==> src/rtl/rv_multicycle_core.sv <==
// Multi-cycle RV32I-subset core (add/sub/and/or/slt/addi/lw/sw/beq) with
// request/ready instruction and data ports, halt-on-illegal and cycle/retire counters.
module rv_multicycle_core #(
  parameter int DATA_WIDTH = 32,
  parameter int ADDR_WIDTH = 16,
  parameter int NUM_REGS   = 32,
  parameter int DEBUG_REG  = 1,
  parameter int CNT_WIDTH  = 32
) (
  input  logic                  clk,
  input  logic                  rst,
  output logic                  imem_req,
  output logic [ADDR_WIDTH-1:0] imem_addr,
  input  logic [31:0]           imem_rdata,
  input  logic                  imem_ready,
  output logic                  dmem_req,
  output logic                  dmem_we,
  output logic [ADDR_WIDTH-1:0] dmem_addr,
  output logic [DATA_WIDTH-1:0] dmem_wdata,
  input  logic [DATA_WIDTH-1:0] dmem_rdata,
  input  logic                  dmem_ready,
  output logic                  halted,
  output logic [CNT_WIDTH-1:0]  cycle_cnt,
  output logic [CNT_WIDTH-1:0]  instret_cnt,
  output logic [15:0]           debug
);

  localparam int RW = (NUM_REGS > 1) ? $clog2(NUM_REGS) : 1;
  localparam logic [RW-1:0] DBG_IDX = RW'(DEBUG_REG);

  localparam logic [6:0] OP_R  = 7'b0110011;
  localparam logic [6:0] OP_I  = 7'b0010011;
  localparam logic [6:0] OP_LD = 7'b0000011;
  localparam logic [6:0] OP_ST = 7'b0100011;
  localparam logic [6:0] OP_BR = 7'b1100011;

  typedef enum logic [2:0] {
    S_START, S_FETCH, S_DECODE, S_EXEC, S_MEM, S_WB, S_HALT
  } state_t;

  state_t state, state_nx;

  logic [ADDR_WIDTH-1:0] pc;
  logic [31:0]           ir;
  logic [DATA_WIDTH-1:0] a_reg, b_reg, imm_reg, alu_out, mdr;
  logic [DATA_WIDTH-1:0] regs [NUM_REGS];

  logic [6:0]            opcode;
  logic [2:0]            funct3;
  logic [RW-1:0]         rd, rs1, rs2;
  logic                  is_r, is_i, is_ld, is_st, is_br, legal;
  logic [DATA_WIDTH-1:0] rs1_val, rs2_val, imm_d, alu_res, wb_data;
  logic                  retire;

  assign opcode = ir[6:0];
  assign funct3 = ir[14:12];
  assign rd     = ir[7 +: RW];
  assign rs1    = ir[15 +: RW];
  assign rs2    = ir[20 +: RW];

  assign is_r  = (opcode == OP_R);
  assign is_i  = (opcode == OP_I);
  assign is_ld = (opcode == OP_LD);
  assign is_st = (opcode == OP_ST);
  assign is_br = (opcode == OP_BR);
  assign legal = is_r | is_i | is_ld | is_st | is_br;

  assign rs1_val = (rs1 == '0) ? '0 : regs[rs1];
  assign rs2_val = (rs2 == '0) ? '0 : regs[rs2];

  // Immediate formats, sign-extended to the datapath width.
  always_comb begin
    imm_d = DATA_WIDTH'($signed(ir[31:20]));
    if (is_st)
      imm_d = DATA_WIDTH'($signed({ir[31:25], ir[11:7]}));
    else if (is_br)
      imm_d = DATA_WIDTH'($signed({ir[31], ir[7], ir[30:25], ir[11:8], 1'b0}));
  end

  always_comb begin
    alu_res = a_reg + imm_reg;
    if (is_r) begin
      case (funct3)
        3'b000:  alu_res = ir[30] ? (a_reg - b_reg) : (a_reg + b_reg);
        3'b111:  alu_res = a_reg & b_reg;
        3'b110:  alu_res = a_reg | b_reg;
        3'b010: begin
          alu_res    = '0;
          alu_res[0] = $signed(a_reg) < $signed(b_reg);
        end
        default: alu_res = a_reg + b_reg;
      endcase
    end
  end

  assign wb_data = is_ld ? mdr : alu_out;
  assign retire  = (state == S_EXEC && is_br) ||
                   (state == S_MEM && dmem_ready && is_st) ||
                   (state == S_WB);

  always_ff @(posedge clk) begin
    if (rst) state <= S_START;
    else     state <= state_nx;
  end

  always_comb begin
    state_nx = state;
    imem_req = 1'b0;
    dmem_req = 1'b0;
    dmem_we  = 1'b0;
    halted   = 1'b0;
    case (state)
      S_START:  state_nx = S_FETCH;
      S_FETCH: begin
        imem_req = 1'b1;
        if (imem_ready) state_nx = S_DECODE;
      end
      S_DECODE: state_nx = legal ? S_EXEC : S_HALT;
      S_EXEC: begin
        if (is_br)               state_nx = S_FETCH;
        else if (is_ld || is_st) state_nx = S_MEM;
        else                     state_nx = S_WB;
      end
      S_MEM: begin
        dmem_req = 1'b1;
        dmem_we  = is_st;
        if (dmem_ready) state_nx = is_st ? S_FETCH : S_WB;
      end
      S_WB:     state_nx = S_FETCH;
      S_HALT:   halted   = 1'b1;
      default:  state_nx = S_START;
    endcase
  end

  assign imem_addr  = pc;
  assign dmem_addr  = alu_out[ADDR_WIDTH-1:0];
  assign dmem_wdata = b_reg;
  assign debug      = regs[DBG_IDX][15:0];

  // Datapath registers only move in the state that owns them, so
  // address/data outputs stay stable across memory wait states.
  always_ff @(posedge clk) begin
    if (rst) begin
      pc      <= '0;
      ir      <= '0;
      a_reg   <= '0;
      b_reg   <= '0;
      imm_reg <= '0;
      alu_out <= '0;
      mdr     <= '0;
      for (int i = 0; i < NUM_REGS; i++) regs[i] <= '0;
    end else begin
      case (state)
        S_FETCH: if (imem_ready) ir <= imem_rdata;
        S_DECODE: begin
          a_reg   <= rs1_val;
          b_reg   <= rs2_val;
          imm_reg <= imm_d;
        end
        S_EXEC: begin
          alu_out <= alu_res;
          if (is_br && a_reg == b_reg) pc <= pc + imm_reg[ADDR_WIDTH-1:0];
          else                         pc <= pc + ADDR_WIDTH'(4);
        end
        S_MEM: if (dmem_ready && is_ld) mdr <= dmem_rdata;
        S_WB:  if (rd != '0) regs[rd] <= wb_data;
        default: ;
      endcase
    end
  end

  always_ff @(posedge clk) begin
    if (rst) begin
      cycle_cnt   <= '0;
      instret_cnt <= '0;
    end else begin
      cycle_cnt <= cycle_cnt + CNT_WIDTH'(1);
      if (retire) instret_cnt <= instret_cnt + CNT_WIDTH'(1);
    end
  end

endmodule

==> config.mk <==
export PLATFORM = sky130hd
export DESIGN_NAME = rv_multicycle_core
export DESIGN_NICKNAME = d
export VERILOG_FILES = /design/src/rtl/rv_multicycle_core.sv
export SDC_FILE = /design/constraint.sdc
export NUM_CORES = 2
export LEC_CHECK = 0
export CORE_AREA = 2 2 338 340
export DETAILED_ROUTE_END_ITERATION = 7
export DIE_AREA = 0 0 340 342
export PLACE_DENSITY = 0.79
export SLEW_MARGIN = 20
export SYNTH_ARGS = -nofsm -noshare
export SYNTH_HDL_FRONTEND = slang
export SYNTH_SLANG_ARGS = --single-unit
==> constraint.sdc <==
create_clock -name clk -period 4.3 [get_ports clk]
set_input_delay 1.29 -clock clk [delete_from_list [all_inputs] [get_ports clk]]
set_output_delay 1.29 -clock clk [all_outputs]
set_load 0.01 [all_outputs]
==> metrics <==
busiest grt layer=met2; CP max stage cell=nor4_1; clk_skew=29.3 ps; Critical Path Sink Type=register; residual DRC count=0; die span in y=342 um; IO buf count=215; post-cts gate resize count=0; Critical R2R Launch=a_reg[28]; largest reg by FF count=regs; largest cells by area after synthesis=edfxtp_1 44%, mux4_2 21%, dfxtp_1 7.7%; Fillers=7,351; Final min period=4050 ps; Starting Density=61.5%; met1 usage=51.5%; Slew headroom=23.6%; first-pass GRT wire length=335 mm; Routability Congestion=0.984; CP Data Arrival Time=4660 ps; FF-to-FF End=imem_addr[10]; synthesized area=69,600 um2; grt ovf=0; register bit total from synthesis=1,290; status=finished, final reports clean; htree depth=4; Yosys top cell area share=44.2%; P_leak=25.8 nW; CP startpoint kind=register; share of cells above drive strength 1=20.5%; CORE AREA=113,000 um2; CP Data Required Time=4910 ps; Iter 0 DRT Violations=8,966; Hold WC Path Type=reg -> reg; total CTS buffers=137; Achievable Freq=0.247 GHz; Synth async-reset ratio=0%; Final Max Slew Viols=0; total routed wirelength=233 mm; dpl ws=383 ps; hold path start=ir[27]; Post-DRT Antenna Nets=0; max_cap viols=0; Setup CP Type=reg -> reg; All-Layer GR Usage=39.4%; antenna violations before repair=8; area of the multi-input gates=31,500 um2; detailed-placement wirelength estimate=154 mm; die area=116,000 um2; register area share after synthesis=51.9%; Clock Tree Root=clkbuf_16; setup TNS=0 ps; RSZ-0062 raised after global routing=no; Setup violations, final=0; Hold Vio Cnt, Final=0; crit path cell chain=inv_1 -> ha_1 -> nor4_1 -> nand2_1 -> or4_1 -> nand3b_1 -> o21ai_0 -> a22oi_1 -> nor2_1; Yosys top cell by area=edfxtp_1; Area Growth Syn to Fin=13.7%; vias per inst=7.17; Post-synth top cells=1,333 x nor2_1, 1,024 x edfxtp_1, 640 x mux4_2; WHS Endpoint=imm_reg[7]; FP Rows=124; Clock Sinks=1,290; register-to-register path setup slack=250 ps; hold-critical path depth=2; wire per inst=31.8 um; Worst Path Max Fanout=21; Vias=52,465; most used flip-flop cell after synthesis=edfxtp_1; hold buffer count at cts=0; Tightest Pin Transition=1120 ps; Post-Synthesis Cells=5,599; I/O pins=216; maximum number of pins on one net before global-route repair=163; setup bufs post-CTS=0; GR Layer Usage met3=11.7%; R2R cell count=9; Max VDD drop=0.428 mV; clock slew at reported path FFs=60 ps; Die W=340 um; Tcrit/Tclk final=94.2%; CTS max path bufs=3; fin worst setup slack=250 ps; P per Cell Area=376 nW/um2; worst skew pair latency=770 ps; CTS tree=yes; yosys warns=0; most frequent cell after synthesis=nor2_1; slowest stage delay, CP=960 ps; max reg flops=1,024; grt met2 use=61.3%; first-pass iteration count of the detailed router=8; Final nets=5,918; average size of a mapped cell=12.4 um2; Tot Pwr=29.7 mW; Synth cell types=91; Post-synth EDFFs=1,024; sequential standard cell area=36,100 um2; vias in the first global route=51,132
area by class of cell:
| class | instances | area share [%] |
|---|---|---|
| Tap cell | 1512 | 2.39 |
| Multi-Input combinational cell | 3715 | 39.9 |
| Clock buffer | 167 | 4.61 |
| Antenna cell | 1 | 0.00316 |
| Inverter | 114 | 0.541 |
| Timing Repair Buffer | 442 | 6.01 |
| Clock inverter | 79 | 0.908 |
| Sequential cell | 1290 | 45.7 |
report_power, final:
part	total [mW]	internal [mW]	switching [mW]
Sequential	14.2	13.8	0.397
Clock	11.8	6.71	5.09
Combinational	3.70	1.58	2.13
Total	29.7	22.1	7.61
layer usage:
layer	wire (um)	part of all wire [%]
met1	77800	33
met2	109000	47
met3	33700	14
met4	12200	5.2
met5	140	0.060
stage by stage:
step           hold slack (ps)  cell area (um2)  utilization, %  cells
2_1_floorplan              432            69700               -   5630
5_1_grt                    496            79100            69.9   7319
3_3_place_gp               443            74300            65.7   7057
3_5_place_dp               453            74300            65.7   7057
6_report                   458            79100            69.9   7320
4_1_cts                    461            78700            69.6   7303
critical path: cells and delay by family (launching register included):
kind	cells	cell delay (ps)
AO/OA/AOI/OAI	2	340
adder cells (fa/ha/maj)	1	440
buffers and inverters	1	70
flip-flops	1	450
AND/OR/NAND/NOR	5	2590
worst max-delay path by stage:
stage / start / to / slack (ps) / cells past startpoint
after global placement: a_reg[30] / imem_addr[0] / 430 / 8
after detailed placement: a_reg[28] / imem_addr[1] / 380 / 8
after CTS: a_reg[30] / imem_addr[10] / 320 / 9
after floorplan: rst / regs[4][0] / 890 / 6
final: a_reg[28] / imem_addr[10] / 250 / 9
after global routing: dmem_wdata[28] / imem_addr[10] / 200 / 9
cell usage in the layout, fill, tap and decap left out, types with 23 or more instances in the layout:
cell and count:
buf_4 163, and3_1 31, edfxtp_1 1024, a211oi_1 29, nor3_1 47, a21oi_1 315
clkinv_1 26, o22ai_1 26, o21ai_0 118, clkbuf_1 24, clkinv_2 29, nand3_1 53
clkdlybuf4s50_1 214, mux2i_1 73, nand2_1 300, buf_12 48, conb_1 32, ha_1 146
o211ai_1 23, xnor2_1 72, a21o_1 25, dfxtp_1 255, inv_1 109, mux2i_4 29
clkbuf_16 142, mux4_2 640, nor2_1 1333, nand2_2 33, xor2_1 56
logic make-up (layout without fill, tap and decap cells):
kind of cell,count (synthesis),after routing,share of synthesized area (%)
AO/OA/AOI/OAI,725,725,6.44
multiplexers,745,745,22.2
AND/OR/NAND/NOR,1935,1935,11.4
adder cells (fa/ha/maj),150,150,2.74
XOR/XNOR,128,128,1.61
flip-flops,1290,1290,51.9
other,1,33,0.00539
buffers and inverters,625,802,3.67
No activity file was read; power rests on OpenSTA's default activity.
